$ cat src/rtl/mealy_pkg.sv
// Shared defaults, width helpers and table-entry layout for the programmable Mealy machine.
package mealy_pkg;
  localparam int DEF_NUM_STATES = 8;
  localparam int DEF_IN_W       = 2;
  localparam int DEF_OUT_W      = 1;
  localparam int DEF_INIT_STATE = 0;

  // Entry fields are sized for the largest legal configuration; the next
  // field is kept full width so out-of-range targets stay detectable.
  localparam int MAX_SW    = 4;
  localparam int MAX_OUT_W = 16;

  typedef struct packed {
    logic [MAX_SW-1:0]    next;
    logic [MAX_OUT_W-1:0] out;
  } entry_t;

  typedef enum logic [1:0] {
    OP_IDLE,
    OP_STEP,
    OP_LOAD
  } op_e;

  function automatic int state_w(input int n);
    return (n > 2) ? $clog2(n) : 1;
  endfunction

  function automatic int idx_w(input int n, input int in_w);
    return state_w(n) + in_w;
  endfunction
endpackage

$ cat src/rtl/mealy_table.sv
// Transition table: one synchronous write port, one combinational read port.
// Reset restores every entry to a self-loop with zero output.
module mealy_table
  import mealy_pkg::*;
#(
  parameter int  NUM_STATES = DEF_NUM_STATES,
  parameter int  IN_W       = DEF_IN_W,
  parameter int  OUT_W      = DEF_OUT_W,
  localparam int SW         = state_w(NUM_STATES),
  localparam int AW         = SW + IN_W,
  localparam int DEPTH      = NUM_STATES << IN_W
) (
  input  logic             clk,
  input  logic             reset,
  input  logic             we,
  input  logic [AW-1:0]    wr_addr,
  input  logic [SW-1:0]    wr_next,
  input  logic [OUT_W-1:0] wr_out,
  input  logic [AW-1:0]    rd_addr,
  output entry_t           rd_entry
);

  entry_t mem [DEPTH];

  always_ff @(posedge clk or posedge reset) begin
    if (reset) begin
      for (int i = 0; i < DEPTH; i++) begin
        mem[i] <= '{next: MAX_SW'(i >> IN_W), out: '0};
      end
    end else if (we && (int'(wr_addr) < DEPTH)) begin
      mem[wr_addr] <= '{next: MAX_SW'(wr_next), out: MAX_OUT_W'(wr_out)};
    end
  end

  assign rd_entry = (int'(rd_addr) < DEPTH) ? mem[rd_addr] : '0;

endmodule

$ cat src/rtl/mealy_prog.sv
// Programmable Mealy FSM: one table-driven transition per enabled cycle, registered output,
// sticky error on any transition or load into a state that does not exist.
module mealy_prog
  import mealy_pkg::*;
#(
  parameter int  NUM_STATES = DEF_NUM_STATES,
  parameter int  IN_W       = DEF_IN_W,
  parameter int  OUT_W      = DEF_OUT_W,
  parameter int  INIT_STATE = DEF_INIT_STATE,
  localparam int SW         = state_w(NUM_STATES)
) (
  input  logic               clk,
  input  logic               reset,
  input  logic [IN_W-1:0]    sw_in,
  input  logic               ctrl_in,
  input  logic               load,
  input  logic [SW-1:0]      load_state,
  input  logic               cfg_we,
  input  logic [SW+IN_W-1:0] cfg_addr,
  input  logic [SW-1:0]      cfg_next,
  input  logic [OUT_W-1:0]   cfg_out,
  output logic [SW-1:0]      state,
  output logic [OUT_W-1:0]   out,
  output logic               out_valid,
  output logic               err,
  output logic [15:0]        step_cnt
);

  entry_t             rd_entry;
  op_e                op;
  logic [SW-1:0]      state_d;
  logic [OUT_W-1:0]   out_d;
  logic               valid_d;
  logic               err_d;
  logic [15:0]        cnt_d;

  // The read sees the pre-write contents, so a same-cycle write only affects later steps.
  mealy_table #(
    .NUM_STATES (NUM_STATES),
    .IN_W       (IN_W),
    .OUT_W      (OUT_W)
  ) u_table (
    .clk      (clk),
    .reset    (reset),
    .we       (cfg_we),
    .wr_addr  (cfg_addr),
    .wr_next  (cfg_next),
    .wr_out   (cfg_out),
    .rd_addr  ({state, sw_in}),
    .rd_entry (rd_entry)
  );

  if (OUT_W < MAX_OUT_W) begin : g_out_pad
    logic unused_out_hi;
    assign unused_out_hi = |rd_entry.out[MAX_OUT_W-1:OUT_W];
  end

  always_comb begin
    state_d = state;
    out_d   = out;
    valid_d = 1'b0;
    err_d   = err;
    cnt_d   = step_cnt;

    if (load)         op = OP_LOAD;
    else if (ctrl_in) op = OP_STEP;
    else              op = OP_IDLE;

    case (op)
      OP_LOAD: begin
        if (int'(load_state) < NUM_STATES) state_d = load_state;
        else                               err_d   = 1'b1;
      end
      OP_STEP: begin
        if (int'(rd_entry.next) < NUM_STATES) state_d = rd_entry.next[SW-1:0];
        else                                  err_d   = 1'b1;
        out_d   = rd_entry.out[OUT_W-1:0];
        valid_d = 1'b1;
        cnt_d   = step_cnt + 16'd1;
      end
      default: ;
    endcase
  end

  always_ff @(posedge clk or posedge reset) begin
    if (reset) begin
      state     <= SW'(INIT_STATE);
      out       <= '0;
      out_valid <= 1'b0;
      err       <= 1'b0;
      step_cnt  <= '0;
    end else begin
      state     <= state_d;
      out       <= out_d;
      out_valid <= valid_d;
      err       <= err_d;
      step_cnt  <= cnt_d;
    end
  end

endmodule

$ cat config.mk
export PLATFORM = sky130hd
export DESIGN_NAME = mealy_prog
export DESIGN_NICKNAME = d
export VERILOG_FILES = /design/src/rtl/mealy_pkg.sv /design/src/rtl/mealy_table.sv /design/src/rtl/mealy_prog.sv
export SDC_FILE = /design/constraint.sdc
export NUM_CORES = 1
export LEC_CHECK = 0
export ABC_CLOCK_PERIOD_IN_PS = 9700
export CORE_ASPECT_RATIO = 0.7
export CORE_MARGIN = 8
export CORE_UTILIZATION = 61
export CTS_BUF_LIST = sky130_fd_sc_hd__clkbuf_4 sky130_fd_sc_hd__clkbuf_8
export CTS_CLUSTER_SIZE = 25
export DETAILED_ROUTE_END_ITERATION = 10
export PLACE_DENSITY = 0.79
export SYNTH_ARGS = -nofsm -noshare
export SYNTH_HDL_FRONTEND = slang
export SYNTH_SLANG_ARGS = --single-unit
$ cat constraint.sdc
create_clock -name clk -period 9.7 [get_ports clk]
set_input_delay 1.94 -clock clk [delete_from_list [all_inputs] [get_ports clk]]
set_output_delay 1.94 -clock clk [all_outputs]
set_load 0.01 [all_outputs]
# Yosys cells after proc, flatten, opt, wreduce, memory -nomap -nowiden
# Cells that the tools add are included.
dict set report word_totals {
  ff_bits 662
  inputBits 19
  wordCells 95
}
dict set report classes {
  n_reduce_logical 4
  add_sub_neg 1
  magnitude_cmp 4
  mux 11
  eq_ne 3
  bitwise 3
}
# op count
set ops {}
lappend ops {{$bwmux 640} 1}
lappend ops {{$bmux 20 s5} 1}
lappend ops {{$demux 20 s5} 1}
lappend ops {{$mux 20} 3}
lappend ops {{$add 16x1->16 const B} 1}
lappend ops {{$ge 6x6->1 const B} 2}
lappend ops {{$not 5->6} 2}
lappend ops {{$lt 6x1->1 const B} 1}
lappend ops {{$pmux 3 s2} 1}
lappend ops {{$lt 4x4->1 const B} 1}
lappend ops {{$reduce_and 2->1} 2}
lappend ops {{$mux 3} 1}
lappend ops {{$eq 2x1->1 const B} 1}
lappend ops {{$eq 2x2->1 const B} 1}
lappend ops {{$mux 1} 2}
lappend ops {{$mux 2} 1}
lappend ops {{$ne 2x2->1 const B} 1}
lappend ops {{$reduce_bool 2->1} 1}
lappend ops {{$logic_and 1x1->1} 1}
lappend ops {{$not 1->1} 1}

# Depth between registers and ports, before layout
dict set report depth {
  word_depth 7
  ltp_mapped 8
}

# By module
# Synthesis repeated with hierarchy kept, for this count alone.
dict set report unflattened {
  cells_unflattened 465
  hier_area_um2 7101.8
}
# module instances area_per_inst_um2 cells_per_inst seq_area_each_um2
set by_module_without_submodules {}
lappend by_module_without_submodules {mealy_table 1 6133.4 388 3263.1}
lappend by_module_without_submodules {mealy_prog 1 968.4 77 550.5}

# Worst setup path before layout
# OpenSTA, ideal clock, no wires.
dict set report synth_path {
  path_kind {input port to flip-flop}
  startpoint {input port sw_in[0]}
  endpoint {register state[1]}
  slack_ns 6.467
  stages 6
  t_arrival_ns 3.108
  n_path_buf 2
  path_cell_list {buf_6 buf_12 mux4_2 mux2_4 nor4_2 nor4_1}
}
dict set report synth_between {
  elab_chain_cells 7
}
# element line
set synth_lines {}
lappend synth_lines {{start: declaration} mealy_prog.sv:14} ;# input logic [IN_W-1:0] sw_in,
lappend synth_lines {{$not 5->6 (implied by the code) *} mealy_table.sv:35} ;# assign rd_entry = (int'(rd_addr) < DEPTH) ? mem[rd_addr] : '0;
lappend synth_lines {{$bmux 20 s5 *} mealy_table.sv:35}
lappend synth_lines {{$mux 20 (implied by the code) * (2 in a row)} mealy_table.sv:35}
lappend synth_lines {{$lt 4x4->1} mealy_prog.sv:75} ;# if (int'(rd_entry.next) < NUM_STATES) state_d = rd_entry.next[SW-1:0];
lappend synth_lines {{$ne 2x2->1 (no line)} n/a}
lappend synth_lines {{$reduce_and 2->1 (no line)} n/a}
lappend synth_lines {{end signal: assignment} mealy_prog.sv:87} ;# state <= SW'(INIT_STATE);
lappend synth_lines {{end signal: assignment} mealy_prog.sv:93} ;# state <= state_d;
lappend synth_lines {{end: declaration} mealy_prog.sv:22} ;# output logic [SW-1:0] state,
# Every way passes the cells marked *; elsewhere a longest branch is shown, timed or not. The select of a mux whose other input is x is not followed.
# A chain may end at the register's enable or synchronous reset.

# Final worst setup path
dict set report layout_path {
  startpoint {register state[2]}
  endpoint {output port state[2]}
}
# No word-level cell between the ends.

==> reports/results.tsv <==
metric	value	unit
std_cell_rows	33	
antenna_found_initial	0	
fin_nets	564	
slowest_delay	0.76	ns
finalClockSkew	0.01151	ns
dieArea	0.01543	mm²
cp-end-kind	output port	
synth_xor_area_share	1.846	%
crit_chain	clkdlybuf4s50_1	
post_cts_buffers	0	
numPortBuffers	39	
fin_crit_sh	39.32	%
cts_root_buf	clkbuf_8	
synth_seq_cells	149	
track_usage	20.97	%
synthTopCellsByArea	dfrtp_1 (36%), mux2_2 (21%), dfstp_2 (18%), mux4_2 (4.7%), mux2i_1 (3.9%)	
clockBufferDepth	2	
drc	0	
via_per_inst	6.178	
preCtsSetupSlack	5.604	ns
routedWlPerCell	21.93	µm
syn_area_per_cell	13.92	µm²
core	0.01156	mm²
ys_types	51	
synth-main-ff-cell	dfrtp_1	
crit_start	state[2]	
area_delta_synth_final	11.92	%
die_y	106.4	µm
drt-met1-wl	7293	µm
setup_viol	0	
fin_crit	3.814	ns
muxShareOfSynthArea	31.42	%
dp_hpwl	10640	µm
startpoint_type	flip-flop	
wl_met3	1039	µm
cts_max_level	4	
yosysSeqAreaShare	53.24	%
synth_edf_count	0	
grt_pass1_vias	4465	
synth_nets	531	
cts-buffers-inserted	17	
clock_sinks	149	
first_iter_violations	366	
hold_buffers	0	
max_freq	262.2	MHz
routed.top_layer	met4	
synth_top_family_by_area	multiplexers	
initial_core_util	61.55	%
synth_common_cells	mux2_2 (133), dfrtp_1 (101), dfstp_2 (48)	
drt-pass1-iter-count	4	
required	7.76	ns
p_per_area	207.5	mW/mm²
num_vias	4405	
cp.buffers_inverters	1	
layout-drive-gt1-share	43.53	%
route.final.wire_length	15640	µm
gp_congestion	0.8420	
slew_headroom	16.39	%
cp_slowest_cell	dfrtp_1	
yosysTopAreaCell	dfrtp_1	
wl_met2	7065	µm
tritoncts	done	
status	finished clean	
yosysWarningCount	0	
holdWs	0.4694	ns
crit_fanout	15	
clkSlewWorstSetupHoldPaths	0.08	ns
clkLatencyLatePin	0.44	ns
ir_drop	0.1258	mV
antennaDiodeCount	0	
critPathTopFamily	flip-flops	
n_fill_cell	767	
die_w	145.1	µm
grt_start_max_net_pins	85	
overflow	0	
fin_setup_tns	0	ns
totalPowerFinal	1.652	mW
synth_most_common_cell	mux2_2	
cap_violations	0	
tightest_slew	1.250	ns
detail-route-antenna-nets	0	
leakagePower	3.390	nW
min-delay-start	step_cnt[15]	
synth_compound_area_share	2.585	%
critical_path_class	flip-flop to output port	
rsz0062_at_grt	false	
final_util	68.89	%
syn-cell-area	0.007116	mm²
slew_viol_final	0	
r2r_start	state[0]	
ctsResizeCount	0	
ios	41	
grt_pass1_wl	25220	µm
async_flop_share	100.0	%
hold_path.class	flip-flop to flip-flop	
synth_top_area_share	35.52	%
hold_viol_final	0	
worstPathArrival	1.87	ns
synth_fa_ha_area_share	0.1758	%
timing.final.ws_setup	5.886	ns
synth-simple-area-share	7.842	%
synth_cells	511	
-- cells in the final DEF, fill, tap and decap left out, types with 3 or more instances in the layout --
cell / n
a211oi_1: 3
a221oi_1: 4
a31oi_1: 3
and3_1: 3
buf_4: 4
bufinv_16: 3
clkbuf_4: 3
clkbuf_8: 20
clkdlybuf4s50_1: 37
dfrtp_1: 101
dfstp_2: 48
mux2_2: 133
mux2i_1: 28
mux4_1: 4
mux4_2: 15
nand2_1: 29
nand2b_1: 3
nand3_1: 10
nand3b_1: 4
nand4_1: 6
nor2_1: 30
nor2b_1: 4
nor3b_1: 4
xnor2_1: 12
xor2_1: 3
-- logic make-up after synthesis --
family          after synthesis
mux                         181
buf+inv                      33
compound gates               24
fa+ha+maj                     1
simple gates                107
other cells                   1
xor+xnor                     15
flops                       149
-- area by class of cell --
class / count / area [µm²] / share of cell area (%)
timing repair buffer: 43 / 410.4 / 5.153
tap: 157 / 196.4 / 2.467
multi-input combinational: 329 / 3126 / 39.25
sequential: 149 / 3789 / 47.57
inverter: 4 / 20.02 / 0.2514
clock inverter: 8 / 125.1 / 1.571
clock buffer: 23 / 297.8 / 3.739
-- power by group --
part	internal, mW	switching (mW)	total (mW)
sequential	0.765	0.0746	0.840
combinational	0.174	0.132	0.306
clock	0.282	0.224	0.507
total	1.22	0.430	1.65
-- worst register-to-register path, cell delays in order, from the launching register on --
cell and delay (ns):
dfrtp_1 0.36, buf_4 0.35, mux4_2 0.59, mux2_2 0.28
o311ai_1 0.25, nand2_1 0.08
-- per-stage QoR --
step | std cells | area, µm²
after CTS | 713 | 7964
final | 713 | 7964
after global routing | 713 | 7964
after global placement | 682 | 7541
after detailed placement | 682 | 7541
after floorplan | 511 | 7116
-- registers in the layout, summed over array words and instances, names as in the netlist --
signal / flops
state: 3
out_valid: 1
out: 1
u_table.mem: 128
step_cnt: 16
-- final timing paths --
check / end / slack (ns) / depth (start not counted)
worst max-delay path: state[2] / 5.89 / 1
worst min-delay path: step_cnt[15] / 0.47 / 1
worst max register to register: state[0] / 7.69 / 5
worst min register to register: step_cnt[15] / 0.47 / 1
max in group asynchronous: u_table.mem[317] / 6.31 / 3
min in group asynchronous: u_table.mem[577] / 1.94 / 2
-- layer usage --
| layer | GRT usage, % | up-vias |
|---|---|---|
| met2 | 30.32 | 158 |
| met3 | 5.982 | 25 |
| met4 | 6.884 | 0 |
| li1 | - | 1934 |
| met5 | 0 | - |
| met1 | 30.01 | 2288 |
No activity file was read; power rests on OpenSTA's default activity.
